--- src/rtl/display_pkg.sv ---
// Shared types and helpers for the score display converter.
//   state_t     : converter FSM states
//   SEG_BLANK   : active-low pattern with every segment off
//   BCD_NINE    : digit value used when the result saturates
//   add3_digit  : double-dabble digit correction (add 3 when >= 5)
package display_pkg;

  typedef enum logic [1:0] {
    IDLE  = 2'd0,
    SHIFT = 2'd1,
    DONE  = 2'd2
  } state_t;

  localparam logic [6:0] SEG_BLANK = 7'h7F;
  localparam logic [3:0] BCD_NINE  = 4'h9;

  function automatic logic [3:0] add3_digit(input logic [3:0] digit);
    return (digit >= 4'd5) ? (digit + 4'd3) : digit;
  endfunction

endpackage

--- src/rtl/seg7_hex_decoder.sv ---
// Combinational hex-to-7-segment decoder, active-low outputs.
//   bcd : 4-bit digit value (0-F)
//   seg : segments {g,f,e,d,c,b,a}, 0 = segment lit
module seg7_hex_decoder (
  input  logic [3:0] bcd,
  output logic [6:0] seg
);

  always_comb begin
    seg = 7'h7F;
    unique case (bcd)
      4'h0: seg = 7'h40;
      4'h1: seg = 7'h79;
      4'h2: seg = 7'h24;
      4'h3: seg = 7'h30;
      4'h4: seg = 7'h19;
      4'h5: seg = 7'h12;
      4'h6: seg = 7'h02;
      4'h7: seg = 7'h78;
      4'h8: seg = 7'h00;
      4'h9: seg = 7'h10;
      4'hA: seg = 7'h08;
      4'hB: seg = 7'h03;
      4'hC: seg = 7'h46;
      4'hD: seg = 7'h21;
      4'hE: seg = 7'h06;
      4'hF: seg = 7'h0E;
      default: seg = 7'h7F;
    endcase
  end

endmodule

--- src/rtl/bcd_score_display.sv ---
// Sequential binary-to-BCD converter (shift-and-add-3, one bit per clock)
// with registered 7-segment outputs for the score digits.
//
// state | meaning
// IDLE  | waiting for start
// SHIFT | one input bit shifted into the BCD scratch per cycle
// DONE  | results registered, valid high for this cycle; start accepted
//
// Ports:
//   clk, reset : clock, synchronous active-high reset
//   start      : conversion request, accepted when busy=0
//   bin_in     : unsigned value to convert, sampled with start
//   blank_lz   : leading-zero blanking enable, sampled with start
//   busy       : conversion in progress
//   valid      : one-cycle pulse marking a new result
//   bcd_out    : BCD digits, most significant digit in the top nibble
//   hex_out    : active-low segments, digit k at [7k+6:7k]
//   overflow   : last value did not fit in DIGITS decimal digits
module bcd_score_display
  import display_pkg::*;
#(
  parameter int BIN_W      = 8,
  parameter int DIGITS     = 3,
  parameter int CLEAR_EN   = 1,
  parameter int CLEAR_CODE = 251
) (
  input  logic                  clk,
  input  logic                  reset,
  input  logic                  start,
  input  logic [BIN_W-1:0]      bin_in,
  input  logic                  blank_lz,
  output logic                  busy,
  output logic                  valid,
  output logic [4*DIGITS-1:0]   bcd_out,
  output logic [7*DIGITS-1:0]   hex_out,
  output logic                  overflow
);

  localparam int SW    = 4 * DIGITS;
  localparam int CNT_W = $clog2(BIN_W + 1);

  state_t             state;
  logic [SW-1:0]      scratch;
  logic [BIN_W-1:0]   bin_sh;
  logic [BIN_W-1:0]   bin_lat;
  logic               blank_lat;
  logic               ovf_sticky;
  logic [CNT_W-1:0]   bit_cnt;

  logic [SW-1:0]      scratch_adj;
  logic [SW-1:0]      scratch_nxt;
  logic [BIN_W-1:0]   bin_nxt;
  logic               ovf_nxt;
  logic               is_clear;
  logic [SW-1:0]      bcd_res;
  logic               ovf_res;
  logic [6:0]         seg_raw [DIGITS];
  logic [7*DIGITS-1:0] hex_res;

  // One double-dabble step. The bit leaving the top digit has nowhere to
  // go, so it becomes the sticky overflow indication.
  always_comb begin
    scratch_adj = '0;
    for (int k = 0; k < DIGITS; k++) begin
      scratch_adj[4*k +: 4] = add3_digit(scratch[4*k +: 4]);
    end
    {scratch_nxt, bin_nxt} = {scratch_adj[SW-2:0], bin_sh, 1'b0};
    ovf_nxt = ovf_sticky | scratch_adj[SW-1];
  end

  // Result selection, evaluated on the final shift so the outputs register
  // together with the transition into DONE.
  always_comb begin
    is_clear = (CLEAR_EN != 0) && (bin_lat == BIN_W'(CLEAR_CODE));
    bcd_res  = scratch_nxt;
    ovf_res  = 1'b0;
    if (is_clear) begin
      bcd_res = '0;
    end else if (ovf_nxt) begin
      bcd_res = {DIGITS{BCD_NINE}};
      ovf_res = 1'b1;
    end
  end

  genvar g;
  generate
    for (g = 0; g < DIGITS; g++) begin : g_dec
      seg7_hex_decoder u_dec (
        .bcd (bcd_res[4*g +: 4]),
        .seg (seg_raw[g])
      );
    end
  endgenerate

  // Walk down from the top digit; blank zeros until the first nonzero one.
  always_comb begin
    logic leading;
    leading = blank_lat;
    hex_res = '0;
    for (int k = DIGITS - 1; k >= 1; k--) begin
      if (leading && (bcd_res[4*k +: 4] == 4'd0)) begin
        hex_res[7*k +: 7] = SEG_BLANK;
      end else begin
        hex_res[7*k +: 7] = seg_raw[k];
        leading = 1'b0;
      end
    end
    hex_res[6:0] = seg_raw[0];
  end

  always_ff @(posedge clk) begin
    if (reset) begin
      state      <= IDLE;
      busy       <= 1'b0;
      valid      <= 1'b0;
      overflow   <= 1'b0;
      bcd_out    <= '0;
      hex_out    <= '1;
      scratch    <= '0;
      bin_sh     <= '0;
      bin_lat    <= '0;
      blank_lat  <= 1'b0;
      ovf_sticky <= 1'b0;
      bit_cnt    <= '0;
    end else begin
      valid <= 1'b0;
      case (state)
        IDLE, DONE: begin
          if (start) begin
            bin_sh     <= bin_in;
            bin_lat    <= bin_in;
            blank_lat  <= blank_lz;
            scratch    <= '0;
            bit_cnt    <= '0;
            ovf_sticky <= 1'b0;
            busy       <= 1'b1;
            state      <= SHIFT;
          end else begin
            state <= IDLE;
          end
        end
        SHIFT: begin
          scratch    <= scratch_nxt;
          bin_sh     <= bin_nxt;
          ovf_sticky <= ovf_nxt;
          bit_cnt    <= bit_cnt + CNT_W'(1);
          if (bit_cnt == CNT_W'(BIN_W - 1)) begin
            state    <= DONE;
            busy     <= 1'b0;
            valid    <= 1'b1;
            bcd_out  <= bcd_res;
            hex_out  <= hex_res;
            overflow <= ovf_res;
          end
        end
        default: begin
          state <= IDLE;
          busy  <= 1'b0;
        end
      endcase
    end
  end

endmodule
--- config.mk ---
export PLATFORM = sky130hd
export DESIGN_NAME = bcd_score_display
export DESIGN_NICKNAME = d
export VERILOG_FILES = /design/src/rtl/display_pkg.sv /design/src/rtl/seg7_hex_decoder.sv /design/src/rtl/bcd_score_display.sv
export SDC_FILE = /design/constraint.sdc
export NUM_CORES = 1
export LEC_CHECK = 0
export ABC_AREA = 1
export CORE_MARGIN = 2
export CORE_UTILIZATION = 47
export CTS_CLUSTER_SIZE = 14
export DETAILED_ROUTE_END_ITERATION = 10
export PLACE_DENSITY = 0.79
export SLEW_MARGIN = 20
export SYNTH_ARGS = -nofsm -noshare
export SYNTH_HDL_FRONTEND = slang
export SYNTH_SLANG_ARGS = --single-unit
--- constraint.sdc ---
create_clock -name clk -period 2.8 [get_ports clk]
set_input_delay 0.28 -clock clk [delete_from_list [all_inputs] [get_ports clk]]
set_output_delay 0.28 -clock clk [all_outputs]
set_load 0.02 [all_outputs]
Word-level counts from Yosys, hierarchy flattened
Memory sizes are Yosys's and may differ from the RTL's. A register that Yosys moved wholly into a read port is not among the register bits. Index checks and enable logic that the tools add are counted.

Register bits after elaboration: 72. Bits in latches: 0. Bits in writable memories: 0. ROM bits: 336. Logic and storage cells: 67. Memories kept: 3.

$add $sub $neg: 4. $mul: 0. Div/mod/pow operators: 0. $lt $le $gt $ge: 3. Equality and inequality tests: 6. Shift-type cells: 0. Multiplexer cells: 25. Bitwise operators: 2. Reductions and logical operators: 12.

Memories: (name not given) (words 16, bits a word 7, rd ports 1, clocked after Yosys merged registers in 1, write ports 0, RTL line seg7_hex_decoder.sv:11) `unique case (bcd)`; (name not given) (words 16, bits a word 7, rd ports 1, clocked after Yosys merged registers in 0, write ports 0, RTL line seg7_hex_decoder.sv:11); (name not given) (words 16, bits a word 7, rd ports 1, clocked after Yosys merged registers in 0, write ports 0, RTL line seg7_hex_decoder.sv:11).

Operators with widths (count): $mux W12 (3); $pmux W12 S2 (1); $mux W4 (4); $pmux W8 S2 (1); $mux W7 (2); $add A4 B2 Y4 const B (3); $ge A4 B3 Y1 const B (3); $eq A8 B8 Y1 const B (1); $logic_not A4 Y1 (2); $mux W1 (8); $mux W8 (1); $pmux W4 S2 (1); $reduce_and A2 Y1 (4); $add A4 B1 Y4 const B (1); $eq A4 B3 Y1 const B (1); $ne A2 B2 Y1 const B (2); $pmux W1 S2 (2); $pmux W2 S2 (1); $reduce_or A2 Y1 (2); $eq A2 B1 Y1 const B (1); $eq A2 B2 Y1 const B (1); $logic_and A1 B1 Y1 (2); $logic_not A2 Y1 (1); $mux W2 (1); 3 further kinds (3).

Depth between registers and ports, before layout
Depth after elaboration: 10. Gate-level depth with buffers: 20. Gate-level depth less buffers: 20.

Hierarchy
A second synthesis with hierarchy kept.

Cells, all modules: 582. Area, all modules: 4018.9 µm².

Modules (own cells, without submodules): bcd_score_display (instances 1, cells each 435, area an instance 3196.8 µm², sequential area each 1441.4 µm²); seg7_hex_decoder (instances 3, cells each 49, area an instance 274.0 µm², sequential area each 0.0 µm²).

Worst setup path before layout
No wires, ideal clock.

Kind: flip-flop to flip-flop. Start: register scratch[8]. End: register hex_out[10]. Arrival time: 2046 ps. Path slack: 640 ps. Cell stages (with the launch flop): 17. Buffers on the path: 0. Period minus slack after synthesis: 2160 ps. Cells stage by stage: dfxtp_1 -> inv_1 -> ha_1 -> inv_1 -> nand2_1 -> nand3_1 -> xor2_1 -> nand3_1 -> ha_1 -> nand2_1 -> inv_1 -> nand2_1 -> nor2_4 -> nand2_4 -> nand3_1 -> nand2_1 -> nand2_1.

Longest elaborated chain between the ends: 10. Elaborated cells on any way between the ends: 13. Those cells by class: add/sub (1); order compare (1); mux (5); bitwise (1); reduce/logical (4); memory (1).

Ends and longest elaborated chain: from (decl) (RTL line bcd_score_display.sv:43) `logic [SW-1:0] scratch;`; from (signal assigned) (RTL line bcd_score_display.sv:143) `scratch <= scratch_nxt;`; $add A4 B2 Y4 or $ge A4 B3 Y1 (tied branches) (RTL line display_pkg.sv:18) `return (digit >= 4'd5) ? (digit + 4'd3) : digit;`; $mux W4 * (RTL line display_pkg.sv:18); $or A1 B1 Y1 (RTL line bcd_score_display.sv:68) `ovf_nxt = ovf_sticky | scratch_adj[SW-1];`; $mux W12 * (RTL line bcd_score_display.sv:79) `end else if (ovf_nxt) begin`; $mux W12 * (RTL line bcd_score_display.sv:77) `if (is_clear) begin`; branches (longest 4 deep; another with $mem_v2 Z16 W7); $mux W7 * (RTL line bcd_score_display.sv:101) `if (leading && (bcd_res[4*k +: 4] == 4'd0)) begin`; to (signal assigned) (RTL line bcd_score_display.sv:152) `hex_out <= hex_res;`; to (decl) (RTL line bcd_score_display.sv:35) `output logic [7*DIGITS-1:0] hex_out,`.

Mark *: on every way between the ends. A chain may end at the register's enable or synchronous reset.

Worst setup path in the final report
Start: register scratch[8]. End: register hex_out[19].

Longest elaborated chain between the ends: 8. Elaborated cells on any way between the ends: 10. Those cells by class: add/sub (1); order compare (1); mux (4); bitwise (1); reduce/logical (2); memory (1).

Ends and longest elaborated chain (RTL line): $add A4 B2 Y4 or $ge A4 B3 Y1 (tied branches) (display_pkg.sv:18); $mux W4 * (display_pkg.sv:18); $or A1 B1 Y1 (bcd_score_display.sv:68); $mux W12 * (bcd_score_display.sv:79); $mux W12 * (bcd_score_display.sv:77); branches (longest 2 deep; another with $mem_v2 Z16 W7); $mux W7 * (bcd_score_display.sv:101).

Marked as above.

==> results.py <==
metrics = {
    "timing": {
        "drv_slew": 0,
        "timing.fmax_mhz": 384,
        "slew_headroom_pct": 56.2,
        "fin_crit_ps": 2610,
        "finalSetupTns_ps": 0,
        "clock_skew_ps": 5.84,
        "fin_crit_sh_pct": 93.1,
        "tightest_slew_ps": 656,
        "fin_ws_ps": 193,
        "setup_viol": 0,
        "rsz0062_at_grt": "no",
        "finalHoldViolCount": 0,
    },
    "floorplanning": {
        "coreArea_um2": 8130,
        "fp-row-count": 33,
        "die_x_um": 94.9,
        "dieHeight_um": 94.9,
        "io_pins": 48,
        "dieArea_um2": 9010,
        "start_util_pct": 47.8,
    },
    "grt": {
        "grt_pass1_wl_um": 15800,
        "grt.overflow.total": 0,
        "antenna_found_initial": 0,
        "grt_max_degree": 57,
        "grt_use_total_pct": 21.9,
        "grt_pass1_vias": 3592,
    },
    "yosys": {
        "syn_avg_cell_area_um2": 6.91,
        "ys_types": 35,
        "synth-edff-count": 0,
        "ys_ff_latch": 72,
        "seq_area_frac_synth_pct": 37.1,
        "synthArstFlopShare_pct": 0,
        "synth_nets": 596,
        "ys_warn_count": 0,
        "netlist_area_um2": 3890,
        "synthCells": 562,
        "synth_ff_type": "dfxtp_1",
    },
    "setup_path": {
        "path_buf_inv": 3,
        "critPathKind": "reg2reg",
        "path_delay_family": "simple AND/OR/NAND/NOR gates",
        "crit_fanout": 6,
        "slowest_delay_ps": 450,
        "cpMaxStageDelayCell": "dfxtp_1",
        "path_cells": "inv_1 > ha_1 > inv_1 > nand2_1 > nand3_1 > xor2_1 > nand3_1 > ha_1 > nand2_1 > inv_1 > nand2_1 > nor2_4 > o21ai_1 > nand3_1",
        "crit_arrival_ps": 2840,
        "end_kind": "flip-flop",
        "cp.required_ps": 3030,
        "reg2reg_slack_ps": 190,
        "critPathLaunchType": "flip-flop",
    },
    "cells_and_area": {
        "seq_area_um2": 1440,
        "multi_input_area_um2": 2130,
        "fin_nets": 643,
        "num-fill-cells": 770,
        "area_delta_synth_final_pct": 20.4,
        "drive_above_1_share_pct": 9.45,
        "n_antenna_cell": 0,
        "stdcell_area_um2": 4680,
    },
    "detailed_routing": {
        "drcViolationCount": 0,
        "wl_per_cell_um": 12.9,
        "drtAntennaViolNets": 0,
        "drtPass1Iterations": 6,
        "vias": 3821,
        "vias_per_cell": 5.31,
        "drtIter0Drc": 211,
        "drt-total-wl_um": 9270,
    },
    "clock_network": {
        "cts_buffers": 9,
        "clock-root-buffer": "clkbuf_8",
        "cts_tree": "yes",
        "cts_max_path_buffers": 2,
        "htreeDepth": 3,
        "cts_resized": 0,
        "cts.sinks": 72,
        "cts.reportedPaths.clkPinSlew_ps": 70,
        "clkLatencyLatePin_ps": 350,
    },
    "run": {
        "maxCapViolCount": 0,
    },
    "pwr": {
        "p_leak_nw": 2.02,
        "powerDensity_nw_per_um2": 450,
        "vdd_ir_drop_max_v": 0.000255,
    },
    "place": {
        "post-dp-hpwl_um": 6630,
        "routabilityCongestion": 0.916,
        "numPortBuffers": 47,
        "placed_cell_area_um2": 4420,
        "dp_slack_ps": 237,
    },
    "worst_hold_path": {
        "holdCritPathClass": "reg2reg",
    },
    "run_status": {
        "run_status": "completed",
    },
}
-- where the power goes --
part	switching [mW]	total [mW]	internal, mW
clock	0.389	0.910	0.521
combinational	0.0883	0.136	0.0474
sequential	0.0129	1.06	1.04
-- kinds of logic (layout without fill, tap and decap cells) --
| logic type | Yosys count | count (layout) | synth area share, % |
|---|---|---|---|
| AO/OA/AOI/OAI | 105 | 105 | 14.9 |
| XOR/XNOR | 3 | 3 | 0.676 |
| adder cells (fa/ha/maj) | 22 | 22 | 7.08 |
| buffers and inverters | 77 | 129 | 8.05 |
| flip-flops | 72 | 72 | 37.1 |
| AND/OR/NAND/NOR | 283 | 283 | 32.2 |
-- worst reg2reg max path, cell delays in order, from the launching register on --
cell     delay (ps)
dfxtp_1         450
inv_1           110
ha_1            230
inv_1            60
nand2_1          80
nand3_1         190
xor2_1          260
nand3_1         240
ha_1            300
nand2_1          70
inv_1            50
nand2_1         100
nor2_4           60
o21ai_1         210
nand3_1         100
-- metal layers --
layer | track usage [%] | up-vias | wire length, um
met3 | 4.47 | 20 | 522
met4 | 8.21 | 0 | 219
li1 | - | 1918 | -
met2 | 38.1 | 134 | 4350
met5 | 0 | - | 0
met1 | 26.6 | 1749 | 4170
-- repair_timing --
action	in CTS	in global routing
setup buffers	0	5
endpoints found under the setup margin	0	1
hold buffers	0	0
-- flip-flops by register name, summed over array words and instances, names as in the netlist, 2 cells and up --
| signal | cells |
|---|---|
| scratch | 12 |
| bin_sh | 8 |
| state | 2 |
| hex_out | 21 |
| bin_lat | 8 |
| bit_cnt | 4 |
| bcd_out | 12 |
-- layout make-up --
class / count / share of cell area (%)
Sequential cell: 72 / 30.8
Clock inverter: 6 / 1.77
Inverter: 56 / 4.55
Multi-Input combinational cell: 413 / 45.6
Timing Repair Buffer: 57 / 11.6
Tap cell: 105 / 2.81
Clock buffer: 10 / 2.94
-- cells in the mapped netlist, drive strengths merged, types with 7 or more instances --
master / number / share of area (%)
a21oi: 57 / 7.3
a31oi: 7 / 1.1
buf: 8 / 1.3
clkbuf: 13 / 1.3
dfxtp: 72 / 37
ha: 22 / 7.1
inv: 53 / 5.1
nand2: 195 / 19
nand3: 40 / 5.5
nand4: 10 / 1.8
nor2: 32 / 4.4
o21ai: 32 / 4.6
-- cell usage in the layout (no fill, tap or decap), types with 2 or more instances in the layout --
cell	instances
nand4_1	9
clkdlybuf4s50_1	46
a211oi_1	2
dfxtp_1	72
buf_4	10
o21ai_0	24
nor2_1	23
a31oi_1	7
nand2_1	188
o21ai_1	3
nor3_1	2
nand2_2	6
nand3_1	37
nor2_4	3
clkbuf_8	10
nand3_2	3
ha_1	22
bufinv_16	2
xor2_1	3
a21oi_1	57
o21a_1	3
o211ai_1	3
nor2_2	5
o21ai_2	5
inv_2	2
inv_1	51
clkinv_2	5
nand3b_1	2
-- worst paths after layout --
kind,start,end,cells past startpoint
setup / recovery,scratch[8]$_SDFFE_PP0P_,hex_out[19]$_SDFFE_PP1P_,14
hold / removal,state[0]$_SDFFE_PP0P_,busy$_SDFFE_PP0P_,1
setup reg to reg,scratch[8]$_SDFFE_PP0P_,hex_out[19]$_SDFFE_PP1P_,14
hold reg to reg,state[0]$_SDFFE_PP0P_,busy$_SDFFE_PP0P_,1
-- through the flow --
step / hold WS [ps] / util [%] / power (mW) / cells
2_1_floorplan: 364 / - / 1.17 / 562
3_3_place_gp: 439 / 54.3 / 1.21 / 698
3_5_place_dp: 433 / 54.3 / 1.22 / 698
4_1_cts: 453 / 57.1 / 2.12 / 714
5_1_grt: 469 / 57.5 / 2.18 / 719
6_report: 447 / 57.5 / 2.10 / 719
Note: power is estimated with default switching activity, not from simulation.
